File: config.mk
export PLATFORM = sky130hd
export DESIGN_NAME = rr_arb_tree_lock
export DESIGN_NICKNAME = d
export VERILOG_FILES = /design/src/rtl/rr_arb_pkg.sv /design/src/rtl/rr_arb_find_first.sv /design/src/rtl/rr_arb_tree_lock.sv
export SDC_FILE = /design/constraint.sdc
export NUM_CORES = 1
export LEC_CHECK = 0
export BUFFER_PORTS_ARGS = -buffer_cell sky130_fd_sc_hd__buf_2
export CAP_MARGIN = 20
export CELL_PAD_IN_SITES_DETAIL_PLACEMENT = 1
export CELL_PAD_IN_SITES_GLOBAL_PLACEMENT = 2
export CORE_MARGIN = 4
export CORE_UTILIZATION = 17
export DETAILED_ROUTE_END_ITERATION = 12
export GPL_TIMING_DRIVEN = 0
export PLACE_DENSITY = 0.87
export SLEW_MARGIN = 10
export SYNTH_ARGS = -nofsm -noshare
export SYNTH_HDL_FRONTEND = slang
export SYNTH_SLANG_ARGS = --single-unit
File: constraint.sdc
create_clock -name clk_i -period 2.5 [get_ports clk_i]
set_input_delay 0.125 -clock clk_i [delete_from_list [all_inputs] [get_ports clk_i]]
set_output_delay 0.125 -clock clk_i [all_outputs]
set_load 0.05 [all_outputs]
File: src/rtl/rr_arb_pkg.sv
// Shared types and helpers for the round-robin arbitration tree.
package rr_arb_pkg;

  typedef enum logic {
    REQ_GNT = 1'b0,
    VLD_RDY = 1'b1
  } hs_mode_e;

  function automatic int unsigned idx_width(input int unsigned num_req);
    return (num_req > 1) ? $clog2(num_req) : 1;
  endfunction

endpackage

File: src/rtl/rr_arb_find_first.sv
// Rotated first-one search: lowest set bit at or above start_i, else lowest set bit overall.
module rr_arb_find_first #(
  parameter int unsigned NumIn    = 4,
  parameter int unsigned IdxWidth = 2
) (
  input  logic [NumIn-1:0]    vec_i,
  input  logic [IdxWidth-1:0] start_i,
  output logic [IdxWidth-1:0] idx_o,
  output logic                found_o
);

  localparam int unsigned NumPad = 1 << IdxWidth;

  // Binary tree over the padded vector; the left child wins, so the root holds the lowest set index.
  function automatic logic [IdxWidth:0] lowest(input logic [NumPad-1:0] v);
    logic                vld [2*NumPad-1];
    logic [IdxWidth-1:0] idx [2*NumPad-1];
    for (int unsigned i = 0; i < NumPad; i++) begin
      vld[NumPad-1+i] = v[i];
      idx[NumPad-1+i] = IdxWidth'(i);
    end
    for (int unsigned k = 0; k < NumPad - 1; k++) begin
      int unsigned n;
      n      = NumPad - 2 - k;
      vld[n] = vld[2*n+1] | vld[2*n+2];
      idx[n] = vld[2*n+1] ? idx[2*n+1] : idx[2*n+2];
    end
    return {vld[0], idx[0]};
  endfunction

  logic [NumPad-1:0]   raw_vec;
  logic [NumPad-1:0]   masked_vec;
  logic [IdxWidth:0]   hit_masked;
  logic [IdxWidth:0]   hit_raw;

  always_comb begin
    raw_vec    = '0;
    masked_vec = '0;
    for (int unsigned i = 0; i < NumIn; i++) begin
      raw_vec[i]    = vec_i[i];
      masked_vec[i] = vec_i[i] & (IdxWidth'(i) >= start_i);
    end
    hit_masked = lowest(masked_vec);
    hit_raw    = lowest(raw_vec);
    found_o    = hit_raw[IdxWidth];
    idx_o      = hit_masked[IdxWidth] ? hit_masked[IdxWidth-1:0] : hit_raw[IdxWidth-1:0];
  end

endmodule

File: src/rtl/rr_arb_tree_lock.sv
// Round-robin arbiter with optional external pointer, fair/incrementing pointer update and stall lock-in.
module rr_arb_tree_lock
  import rr_arb_pkg::*;
#(
  parameter int unsigned NumReq    = 4,
  parameter int unsigned DataWidth = 32,
  parameter bit          ExtPrio   = 1'b0,
  parameter bit          FairArb   = 1'b1,
  parameter bit          LockIn    = 1'b1,
  parameter bit          AxiVldRdy = 1'b0,
  parameter int unsigned IdxWidth  = idx_width(NumReq)
) (
  input  logic                        clk_i,
  input  logic                        rst_ni,
  input  logic                        flush_i,
  input  logic [IdxWidth-1:0]         rr_i,
  input  logic [NumReq-1:0]           req_i,
  output logic [NumReq-1:0]           gnt_o,
  input  logic [NumReq*DataWidth-1:0] data_i,
  output logic                        req_o,
  input  logic                        gnt_i,
  output logic [DataWidth-1:0]        data_o,
  output logic [IdxWidth-1:0]         idx_o
);

  localparam hs_mode_e HsMode = hs_mode_e'(AxiVldRdy);

  if (NumReq == 1) begin : g_single
    logic unused_inputs;
    assign unused_inputs = ^{clk_i, rst_ni, flush_i, rr_i};
    assign req_o  = req_i[0];
    assign data_o = data_i;
    assign idx_o  = '0;
    assign gnt_o  = gnt_i & req_i;
  end else begin : g_tree
    logic [IdxWidth-1:0] rr_q, idx_q, ptr, start, ff_idx, win_idx;
    logic                lock_q, ff_found, lock_hold, hs;

    // Out-of-range external pointers saturate to the last requester.
    assign ptr = ExtPrio ? ((32'(rr_i) >= NumReq) ? IdxWidth'(NumReq - 1) : rr_i) : rr_q;
    assign start = (32'(ptr) == NumReq - 1) ? '0 : ptr + 1'b1;

    rr_arb_find_first #(
      .NumIn    (NumReq),
      .IdxWidth (IdxWidth)
    ) u_find_first (
      .vec_i   (req_i),
      .start_i (start),
      .idx_o   (ff_idx),
      .found_o (ff_found)
    );

    // A dropped locked request falls back to normal arbitration.
    assign lock_hold = LockIn && lock_q && req_i[idx_q];
    assign win_idx   = lock_hold ? idx_q : ff_idx;
    assign req_o     = ff_found;
    assign idx_o     = req_o ? win_idx : '0;
    assign hs        = req_o & gnt_i;

    always_comb begin
      gnt_o  = '0;
      data_o = '0;
      for (int unsigned i = 0; i < NumReq; i++) begin
        if (req_o && (win_idx == IdxWidth'(i))) begin
          gnt_o[i] = gnt_i;
          data_o   = data_i[i*DataWidth +: DataWidth];
        end
      end
    end

    always_ff @(posedge clk_i or negedge rst_ni) begin
      if (!rst_ni) begin
        rr_q   <= IdxWidth'(NumReq - 1);
        lock_q <= 1'b0;
        idx_q  <= '0;
      end else if (flush_i) begin
        rr_q   <= IdxWidth'(NumReq - 1);
        lock_q <= 1'b0;
        idx_q  <= '0;
      end else begin
        if (hs) begin
          if (FairArb) rr_q <= idx_o;
          else         rr_q <= (32'(rr_q) == NumReq - 1) ? '0 : rr_q + 1'b1;
        end
        if (LockIn) begin
          if (req_o && !gnt_i) begin
            lock_q <= 1'b1;
            idx_q  <= idx_o;
          end else begin
            lock_q <= 1'b0;
          end
        end
      end
    end

    a_gnt_onehot0: assert property (@(posedge clk_i) disable iff (!rst_ni) $onehot0(gnt_o));
    a_req_known:   assert property (@(posedge clk_i) disable iff (!rst_ni) !$isunknown(req_o));
    a_lock_held:   assert property (@(posedge clk_i) disable iff (!rst_ni) lock_q |-> req_i[idx_q])
      else $error("locked requester %0d dropped its %s", idx_q, (HsMode == VLD_RDY) ? "valid" : "request");
    a_lock_stable: assert property (@(posedge clk_i) disable iff (!rst_ni)
                                    (lock_q && req_i[idx_q]) |-> (idx_o == idx_q));
  end

endmodule

==> impl_metrics.ini, run 1 <==
[drt]
ant_nets = 0
initialDrtViolationCount = 47
routed_via_density = 4.68
drt_pass1_iterations = 4
finalWirelength_um = 7910
drcViolationCount = 0
vias = 2114
wl_per_cell_um = 17.5

[timing]
min_period_over_period_pct = 98.9
skew_ps = 2.36
rsz0062_at_grt = true
fin_ws_ps = 28.6
holdWs_ps = 137
timing.final.max_slew_violations = 0
final_hold_viol_count = 0
tightest_slew_ps = 544
setup_viol = 0
fin_crit_ps = 2470
fmaxAchievable_ghz = 0.405
slew_headroom_pct = 63.5

[power]
leakage_nw = 1.59
power_density_nw_per_um2 = 649
irDropWorstVdd_v = 0.000241

[worst_setup_path]
cpMaxStageDelayCell = dfstp_2
cp-start-kind = register
path_cells = inv_2, ha_4, nor2b_4, o221ai_2, a32o_2, buf_8, clkbuf_16, mux2i_2, o22ai_2, buf_6
crit_type = reg -> out
worstPathRequired_ps = 2380
crit_fanout = 5
worstPathArrival_ps = 2350
cpPeakStageDelay_ps = 530
rrSetupSlack_ps = 500
cp-end-kind = output pin

[yosys]
synthTopCellsByArea = mux2i_1 (41%), o22ai_2 (23%), dfrtp_1 (4.8%)
synth_top_area_cell = mux2i_1
netlist.area_leader.share_pct = 40.8
ys.flop_type = dfrtp_1
seq_area_frac_synth_pct = 8.13
syn_nets = 299
synth-seq-cells = 5
synth_top_family_by_area = multiplexers
synth_warnings = 0
post_synth_xor_area_fraction_pct = 0
yosysMostFrequentCell = mux2i_1
synth.distinct_cells = 34
synth.cell_area_um2 = 1570
synth-simple-area-share_pct = 8.93
synth.avg_cell_area_um2 = 9.87
synth_mux_area_share_pct = 42.5
ys_top_cells_by_count = mux2i_1 (64), o22ai_2 (29), buf_4 (6), nor2_1 (6), nor3_1 (6)
async_flop_share_pct = 100
netlist_instances = 159
synth_edf_count = 0
synthAdderAreaFrac_pct = 1.59
synth_compound_area_share_pct = 29.8

[clocking]
root_buffer = clkbuf_8
numClockSinks = 5
insertion_delay_ps = 220
cts_tree = yes
cts_made_buffers = 3
cts-htree-levels = 1
clock_path_buffers = 2
clkTransAtPathRegs_ps = 40

[cells_and_area]
drive_gt1_share_pct = 78.5
fillers = 1050
multi_input_area_um2 = 1510
syn2layout_area_growth_pct = 107
antenna_cells = 0
fin_util_pct = 36.7
layoutNonFillerInstCount = 452
register_area_um2 = 129
nNetsFinal = 485

[floorplanning]
fp.dieArea_um2 = 10800
fp.dieH_um = 104
die_x_um = 104
initial_utilization_pct = 17.7
rows = 34
coreArea_um2 = 8850
io_pins = 177

[place]
dp.cells = 440
port_buffers = 173
dp_hpwl_um = 6180
place_ws_ps = -6.81
gp_congestion = 0.799

[min_path]
hp-class = in -> reg

[grt]
grt_pass1_wl_um = 11900
track_usage_pct = 13.2
grt_antenna_before_repair = 0
grt_max_degree = 11
overflow = 0
grt_pass1_vias = 2342

[flow_run]
maxCapViolCount = 0

[run_status]
outcome = finished, final reports clean
==> layout by cell type, fill, tap and decap left out, drive strengths merged, types with 2 or more instances in the layout <==
master and n:
ha 2, nand2 4, o22ai 32, mux2i 64, dfrtp 3, clkbuf 8
nor3 6, and2 2, nor2b 2, nor2 6, a21oi 2, mux2 2
inv 3, buf 192, dfstp 2
==> area by class of cell <==
| type | count | share of cell area, % |
|---|---|---|
| Inverter | 4 | 0.463 |
| Multi-Input combinational cell | 134 | 46.4 |
| Tap cell | 108 | 4.17 |
| Timing Repair Buffer | 183 | 37.0 |
| Clock buffer | 4 | 1.39 |
| Buffer | 14 | 6.60 |
| Sequential cell | 5 | 3.97 |
==> kinds of logic (layout without fill, tap and decap cells) <==
logic type / Yosys count / after routing
mux: 66 / 66
compound gates: 42 / 42
simple gates: 24 / 24
buf+inv: 20 / 205
flops: 5 / 5
fa+ha+maj: 2 / 2
==> path summary, 6_finish.rpt <==
| kind | start | cells after the start | to |
|---|---|---|---|
| worst max-delay path | g_tree.ptr[0]$_DFFE_PN1P_ | 10 | data_o[26] |
| worst min-delay path | flush_i | 2 | g_tree.idx_q[1]$_DFFE_PN0P_ |
| worst max register to register | g_tree.ptr[0]$_DFFE_PN1P_ | 8 | g_tree.ptr[0]$_DFFE_PN1P_ |
| worst min register to register | g_tree.ptr[1]$_DFFE_PN1P_ | 2 | g_tree.ptr[1]$_DFFE_PN1P_ |
| max in group asynchronous | rst_ni | 2 | g_tree.ptr[0]$_DFFE_PN1P_ |
| min in group asynchronous | rst_ni | 2 | g_tree.idx_q[0]$_DFFE_PN0P_ |
==> state kept, by name, indices dropped and copies added, names as in the netlist <==
name / cells
g_tree.ptr: 2
g_tree.idx_q: 2
g_tree.lock_q: 1
==> layer usage <==
metal  part of all wire, %  global-route usage (%)  up-vias  wire length [um]
met1                    38                    14.5      978              3020
met2                    52                    25.7      131              4090
li1                      -                       -     1001                 -
met5                     0                       0        -                 0
met4                  0.53                    2.09        0                42
met3                   9.6                    3.35        4               758
==> worst max-delay path, delay by kind of cell (launching register included) <==
| family | cells | cell delay [ps] |
|---|---|---|
| fa+ha+maj | 1 | 160 |
| mux | 1 | 150 |
| buf+inv | 4 | 560 |
| simple gates | 1 | 120 |
| compound gates | 3 | 600 |
| flops | 1 | 530 |
==> report_power, final <==
group / total (mW) / switching, mW / leakage (nW) / internal (mW)
combinational: 1.86 / 1.05 / 1.51 / 0.812
clock: 0.149 / 0.0395 / 0.0228 / 0.109
sequential: 0.0997 / 0.00860 / 0.0588 / 0.0911
total: 2.11 / 1.09 / 1.59 / 1.01
==> stage by stage <==
stage	total power [mW]	area (um^2)	TNS (ps)
2_1_floorplan	1.19	1590	0
3_3_place_gp	1.53	2590	0
3_5_place_dp	1.55	2590	-6.81
4_1_cts	2.02	3090	-22.3
5_1_grt	2.21	3240	-966
6_report	2.11	3240	0
==> what timing repair did <==
action | 4_1_cts | 5_1_grt
gates cloned | 1 | 1
endpoints found under the setup margin | 34 | 35
hold endpoints to repair | 5 | 0
gates resized for setup | 98 | 39
pin swaps | 6 | 14
setup buffers | 5 | 2
hold buffers | 1 | 0
No activity file was read; power rests on OpenSTA's default activity.
==> inputs of run 2 (changes only) <==
--- a/config.mk
+++ b/config.mk
@@ -5,12 +5,13 @@
 export SDC_FILE = /design/constraint.sdc
 export NUM_CORES = 1
 export LEC_CHECK = 0
+export ABC_AREA = 1
 export BUFFER_PORTS_ARGS = -buffer_cell sky130_fd_sc_hd__buf_2
 export CAP_MARGIN = 20
 export CELL_PAD_IN_SITES_DETAIL_PLACEMENT = 1
 export CELL_PAD_IN_SITES_GLOBAL_PLACEMENT = 2
 export CORE_MARGIN = 4
-export CORE_UTILIZATION = 17
+export CORE_UTILIZATION = 15
 export DETAILED_ROUTE_END_ITERATION = 12
 export GPL_TIMING_DRIVEN = 0
 export PLACE_DENSITY = 0.87
==> run 2 against run 1 <==
Net effect:
- clock skew decreased by 1.5 ps
- maximum frequency increased by 0.61%
- largest cell class is now non-clock buffers
- critical path depth increased by 4
- combinational power increased by 34%
- sequential share of layout area decreased by 0.42 points
- clock power increased by 77%
- routed wire length increased by 32%
- total power increased by 35%
- largest power group unchanged
- hold slack got worse by 17 ps
==> impl_metrics.ini, run 2 <==
[clocking]
cts-htree-levels = 1
clock_path_buffers = 2
numClockSinks = 5
root_buffer = clkbuf_16
cts_made_buffers = 3
insertion_delay_ps = 230
cts_tree = yes
clkTransAtPathRegs_ps = 30

[worst_setup_path]
cp-start-kind = register
crit_path_start = g_tree.ptr[0]$_DFFE_PN1P_
worstPathArrival_ps = 2330
worst_r2r_endpoint = g_tree.ptr[1]$_DFFE_PN1P_
timing.rr.start = g_tree.ptr[0]$_DFFE_PN1P_
reg2reg_depth = 14
worstPathRequired_ps = 2380
crit_type = reg -> out
cp-end-kind = output pin
rrSetupSlack_ps = 490
cp-endpoint = data_o[14]
crit_fanout = 10

[yosys]
synth.distinct_cells = 26
synth-simple-area-share_pct = 66.6
async_flop_share_pct = 100
synth.avg_cell_area_um2 = 5.40
synth_mux_area_share_pct = 0
synth_top_area_cell = nand2_1
post_synth_xor_area_fraction_pct = 0
yosysMostFrequentCell = nand2_1
ys_top_cells_by_count = nand2_1 (128), nand3_1 (69), nand4_1 (28)
ys.flop_type = dfrtp_1
netlist_instances = 316
synth_warnings = 0
synth_edf_count = 0
synth_top_family_by_area = simple AND/OR/NAND/NOR gates
synth.cell_area_um2 = 1710
netlist.area_leader.share_pct = 28.2
seq_area_frac_synth_pct = 7.48
synth-seq-cells = 5
synth_compound_area_share_pct = 9.02
synthAdderAreaFrac_pct = 1.47
syn_nets = 456
synthTopCellsByArea = nand2_1 (28%), nand3_1 (20%), nand4_1 (10%)

[cells_and_area]
final_cell_mix = buf_2 (141), nand2_1 (117), nand3_1 (62)
fin_area_um2 = 3590
multi_input_area_um2 = 1430
register_area_um2 = 128
nNetsFinal = 657
syn2layout_area_growth_pct = 111
fillers = 1407
drive_gt1_share_pct = 51.4
antenna_cells = 0
mostFrequentLayoutCell = buf_2
fin_util_pct = 32.7

[timing]
setup_viol = 0
slew_headroom_pct = 68.4
setup_tns_ps = 0
timing.final.max_slew_violations = 0
tightest_slew_ps = 474
fin_crit_ps = 2460
min_period_over_period_pct = 98.3
rsz0062_at_grt = true
final_hold_viol_count = 0
fmaxAchievable_ghz = 0.407
skew_ps = 0.833

[power]
leakage_nw = 1.90
power_density_nw_per_um2 = 793
irDropWorstVdd_v = 0.000341
finalPower_mw = 2.85

[floorplanning]
rows = 38
io_pins = 177
fp.dieH_um = 115
fp.dieArea_um2 = 13100
initial_utilization_pct = 15.5
die_x_um = 115
coreArea_um2 = 11000

[min_path]
hp-start = flush_i
hp-class = in -> reg

[drt]
initialDrtViolationCount = 93
routed_via_density = 4.49
drt_pass1_iterations = 4
wl_per_cell_um = 15.9
ant_nets = 0
drcViolationCount = 0
vias = 2948
finalWirelength_um = 10400

[place]
gp_congestion = 0.749
port_buffers = 174
placed_area_um2 = 2760
dp_hpwl_um = 7910

[grt]
grt_antenna_before_repair = 0
grt_max_degree = 11
overflow = 0
grt_pass1_vias = 3223
grt_pass1_wl_um = 15800
track_usage_pct = 15.0

[run_status]
outcome = finished, final reports clean

[flow_run]
maxCapViolCount = 0
-- run 2: stage by stage --
stage	setup slack, ps	hold WS (ps)	instances
final	43.6	120	656
after global routing	-84.1	134	656
after CTS	0.891	122	653
after detailed placement	-27.0	-55.6	630
after global placement	-18.0	-58.5	630
after floorplan	128	-171	316
-- run 2: how the worst min path moves through the flow --
stage / to / slack (ps) / cells after the start
after global placement: g_tree.idx_q[0]$_DFFE_PN0P_ / -60 / 1
after floorplan: g_tree.idx_q[0]$_DFFE_PN0P_ / -170 / 0
after detailed placement: g_tree.idx_q[0]$_DFFE_PN0P_ / -60 / 1
after global routing: g_tree.lock_q$_DFF_PN0_ / 130 / 2
after CTS: g_tree.lock_q$_DFF_PN0_ / 120 / 2
final: g_tree.lock_q$_DFF_PN0_ / 120 / 2
-- run 2: layout make-up --
cell class              instances  area share [%]
repair buffers                196            39.9
clock buffers                   4            2.19
flip-flops and latches          5            3.55
inverters                      16            1.88
plain buffers                  25            7.69
multi-input cells             270            39.9
well taps                     140            4.87
-- run 2: metal layers --
layer | vias up | GRT usage (%) | share of wire [%]
met5 | - | 0 | 0
met4 | 0 | 2.38 | 0.95
met3 | 9 | 2.22 | 6.7
met2 | 118 | 28.2 | 51
met1 | 1345 | 18.3 | 41
li1 | 1476 | - | -
-- run 2: cell families after synthesis --
logic type / after synthesis
adders and majority gates: 2
and+or+nand+nor: 240
buffers and inverters: 41
DFF: 5
AOI/OAI and AO/OA: 28
-- run 2: report_power, final --
group	internal (mW)	switching (mW)
Sequential	0.0916	0.00926
Combinational	0.986	1.50
Clock	0.211	0.0518
-- run 2: worst max-delay path, stage by stage, from the launching register on --
cell and delay, ps:
dfstp_2 530, inv_2 40, ha_4 270, nand2_4 40, nand2_2 50, inv_2 50, nand2_2 50, inv_2 50
buf_6 110, a21oi_4 180, buf_6 160, buf_6 160, nand3_1 90, nand4_1 140, buf_6 180
-- run 2: repair_timing --
action / CTS / global route
resized for setup: 87 / 49
buffers inserted: 13 / 2
pin swaps: 9 / 30
hold buffers: 1 / 0
gates cloned: 5 / 2
endpoints found under the setup margin: 37 / 37
endpoints found under the hold margin: 5 / 0
==> inputs of run 3 (changes only) <==
--- a/config.mk
+++ b/config.mk
@@ -14,7 +14,7 @@
 export CORE_UTILIZATION = 15
 export DETAILED_ROUTE_END_ITERATION = 12
 export GPL_TIMING_DRIVEN = 0
-export PLACE_DENSITY = 0.87
+export PLACE_DENSITY_LB_ADDON = 0.25
 export SLEW_MARGIN = 10
 export SYNTH_ARGS = -nofsm -noshare
 export SYNTH_HDL_FRONTEND = slang
==> run 3 against run 2 <==
Net effect:
- non-clock buffer count decreased by 10
- critical path depth increased by 1
- sequential share of layout area increased by 0.17 points
- worst setup slack improved by 21 ps
- hold slack improved by 7.2 ps
- flip-flop and latch count unchanged
- maximum frequency increased by 0.87%
- die area unchanged
- utilization decreased by 1.5 points
- highest routed layer unchanged
==> impl_metrics.ini, run 3 (same netlist as run 2, synthesis figures left out) <==
[grt]
grt_pass1_wl_um = 15200
grt_antenna_before_repair = 1
track_usage_pct = 14.4
grt_max_degree = 11
grt_pass1_vias = 3076
overflow = 0

[floorplanning]
die_x_um = 115
initial_utilization_pct = 15.5
fp.dieArea_um2 = 13100
fp.dieH_um = 115
io_pins = 177
rows = 38
coreArea_um2 = 11000

[timing]
timing.final.max_slew_violations = 0
tightest_slew_ps = 489
final_hold_viol_count = 0
rsz0062_at_grt = true
setup_viol = 0
slew_headroom_pct = 67.4
holdWs_ps = 127
min_period_over_period_pct = 97.4
fmaxAchievable_ghz = 0.411
skew_ps = 1.18
fin_ws_ps = 64.8
setup_tns_ps = 0
fin_crit_ps = 2440

[drt]
ant_nets = 0
drcViolationCount = 0
wl_per_cell_um = 15.8
initialDrtViolationCount = 151
drt_pass1_iterations = 4
vias = 2902
routed_via_density = 4.49
finalWirelength_um = 10200

[min_path]
hp-class = in -> reg
min_to = g_tree.lock_q$_DFF_PN0_
hp-start = flush_i
min_path_cells = 2

[cells_and_area]
mostFrequentLayoutCell = buf_2
nNetsFinal = 647
fin_area_um2 = 3430
final_cell_mix = buf_2 (142), nand2_1 (99), nand3_1 (67)
drive_gt1_share_pct = 52.8
syn2layout_area_growth_pct = 101

[worst_setup_path]
worstPathArrival_ps = 2310
rrSetupSlack_ps = 650
cpPeakStageDelay_ps = 520
crit_type = reg -> out
worstPathRequired_ps = 2380
path_buf_inv = 5
path_cells = inv_2, ha_4, nand2_4, nand2_2, inv_2, nand2_2, nand2_2, nand3_2, nand2_4, buf_12, nor2_8, clkbuf_16, nand2_2, nand2_2, buf_8
crit_fanout = 7
cp-end-kind = output pin
path_delay_family = simple AND/OR/NAND/NOR gates
cpMaxStageDelayCell = dfstp_2
worst_r2r_endpoint = g_tree.idx_q[1]$_DFFE_PN0P_
timing.rr.start = g_tree.ptr[0]$_DFFE_PN1P_
cpMostUsedCell = nand2_2
reg2reg_depth = 11
cp-start-kind = register

[flow_run]
maxCapViolCount = 0

[place]
place_ws_ps = -34.7
dp_hpwl_um = 7860
port_buffers = 174
placed_area_um2 = 2760
gp_congestion = 0.768

[run_status]
outcome = finished, final reports clean

[power]
leakage_nw = 1.82
power_density_nw_per_um2 = 806
irDropWorstVdd_v = 0.000292
finalPower_mw = 2.77

[clocking]
clkTransAtPathRegs_ps = 30
cts_tree = yes
insertion_delay_ps = 230
root_buffer = clkbuf_16
numClockSinks = 5
clock_path_buffers = 2
cts-htree-levels = 1
cts_made_buffers = 3
==> run 3: repair_timing <==
action,4_1_cts,5_1_grt
endpoints found under the setup margin,38,35
pin swaps,8,21
resized for setup,59,82
endpoints found under the hold margin,5,0
hold buffers,1,0
buffers inserted,6,2
gates cloned,2,1
==> run 3: routing by layer <==
layer / vias to the layer above / part of all wire [%] / track usage [%]
met4: 0 / 0.30 / 1.90
met2: 96 / 53 / 26.8
met1: 1345 / 40 / 17.4
met5: - / 0 / 0
li1: 1457 / - / -
met3: 4 / 6.5 / 2.70
==> run 3: through the flow <==
step                utilization [%]  std cells
finish                         31.3        647
global route                   31.3        647
CTS                            28.5        643
detailed placement             25.1        630
global placement               25.1        630
floorplan                         -        316
==> run 3: area by class of cell <==
cell class,instances,area [um^2]
buffer,25,269
tap,140,175
sequential,5,128
clock buffer,4,78.8
timing repair buffer,186,1270
inverter,16,67.6
multi-input combinational,270,1440
antenna,1,2.50
fill,1421,7550
==> run 3: worst max-delay path by stage <==
stage          cells after the start          to                 startpoint
3_3_place_gp                      13  data_o[12]  g_tree.ptr[0]$_DFFE_PN1P_
4_1_cts                           15  data_o[12]  g_tree.ptr[0]$_DFFE_PN1P_
2_1_floorplan                     11    gnt_o[3]  g_tree.ptr[0]$_DFFE_PN1P_
5_1_grt                           15  data_o[28]  g_tree.ptr[0]$_DFFE_PN1P_
6_report                          15  data_o[28]  g_tree.ptr[0]$_DFFE_PN1P_
3_5_place_dp                      13  data_o[12]  g_tree.ptr[0]$_DFFE_PN1P_
==> run 3: power breakdown <==
group          internal (mW)  total [mW]  switching, mW
Combinational          0.915        2.40           1.49
Clock                  0.212       0.266         0.0543
Sequential            0.0916       0.100        0.00854
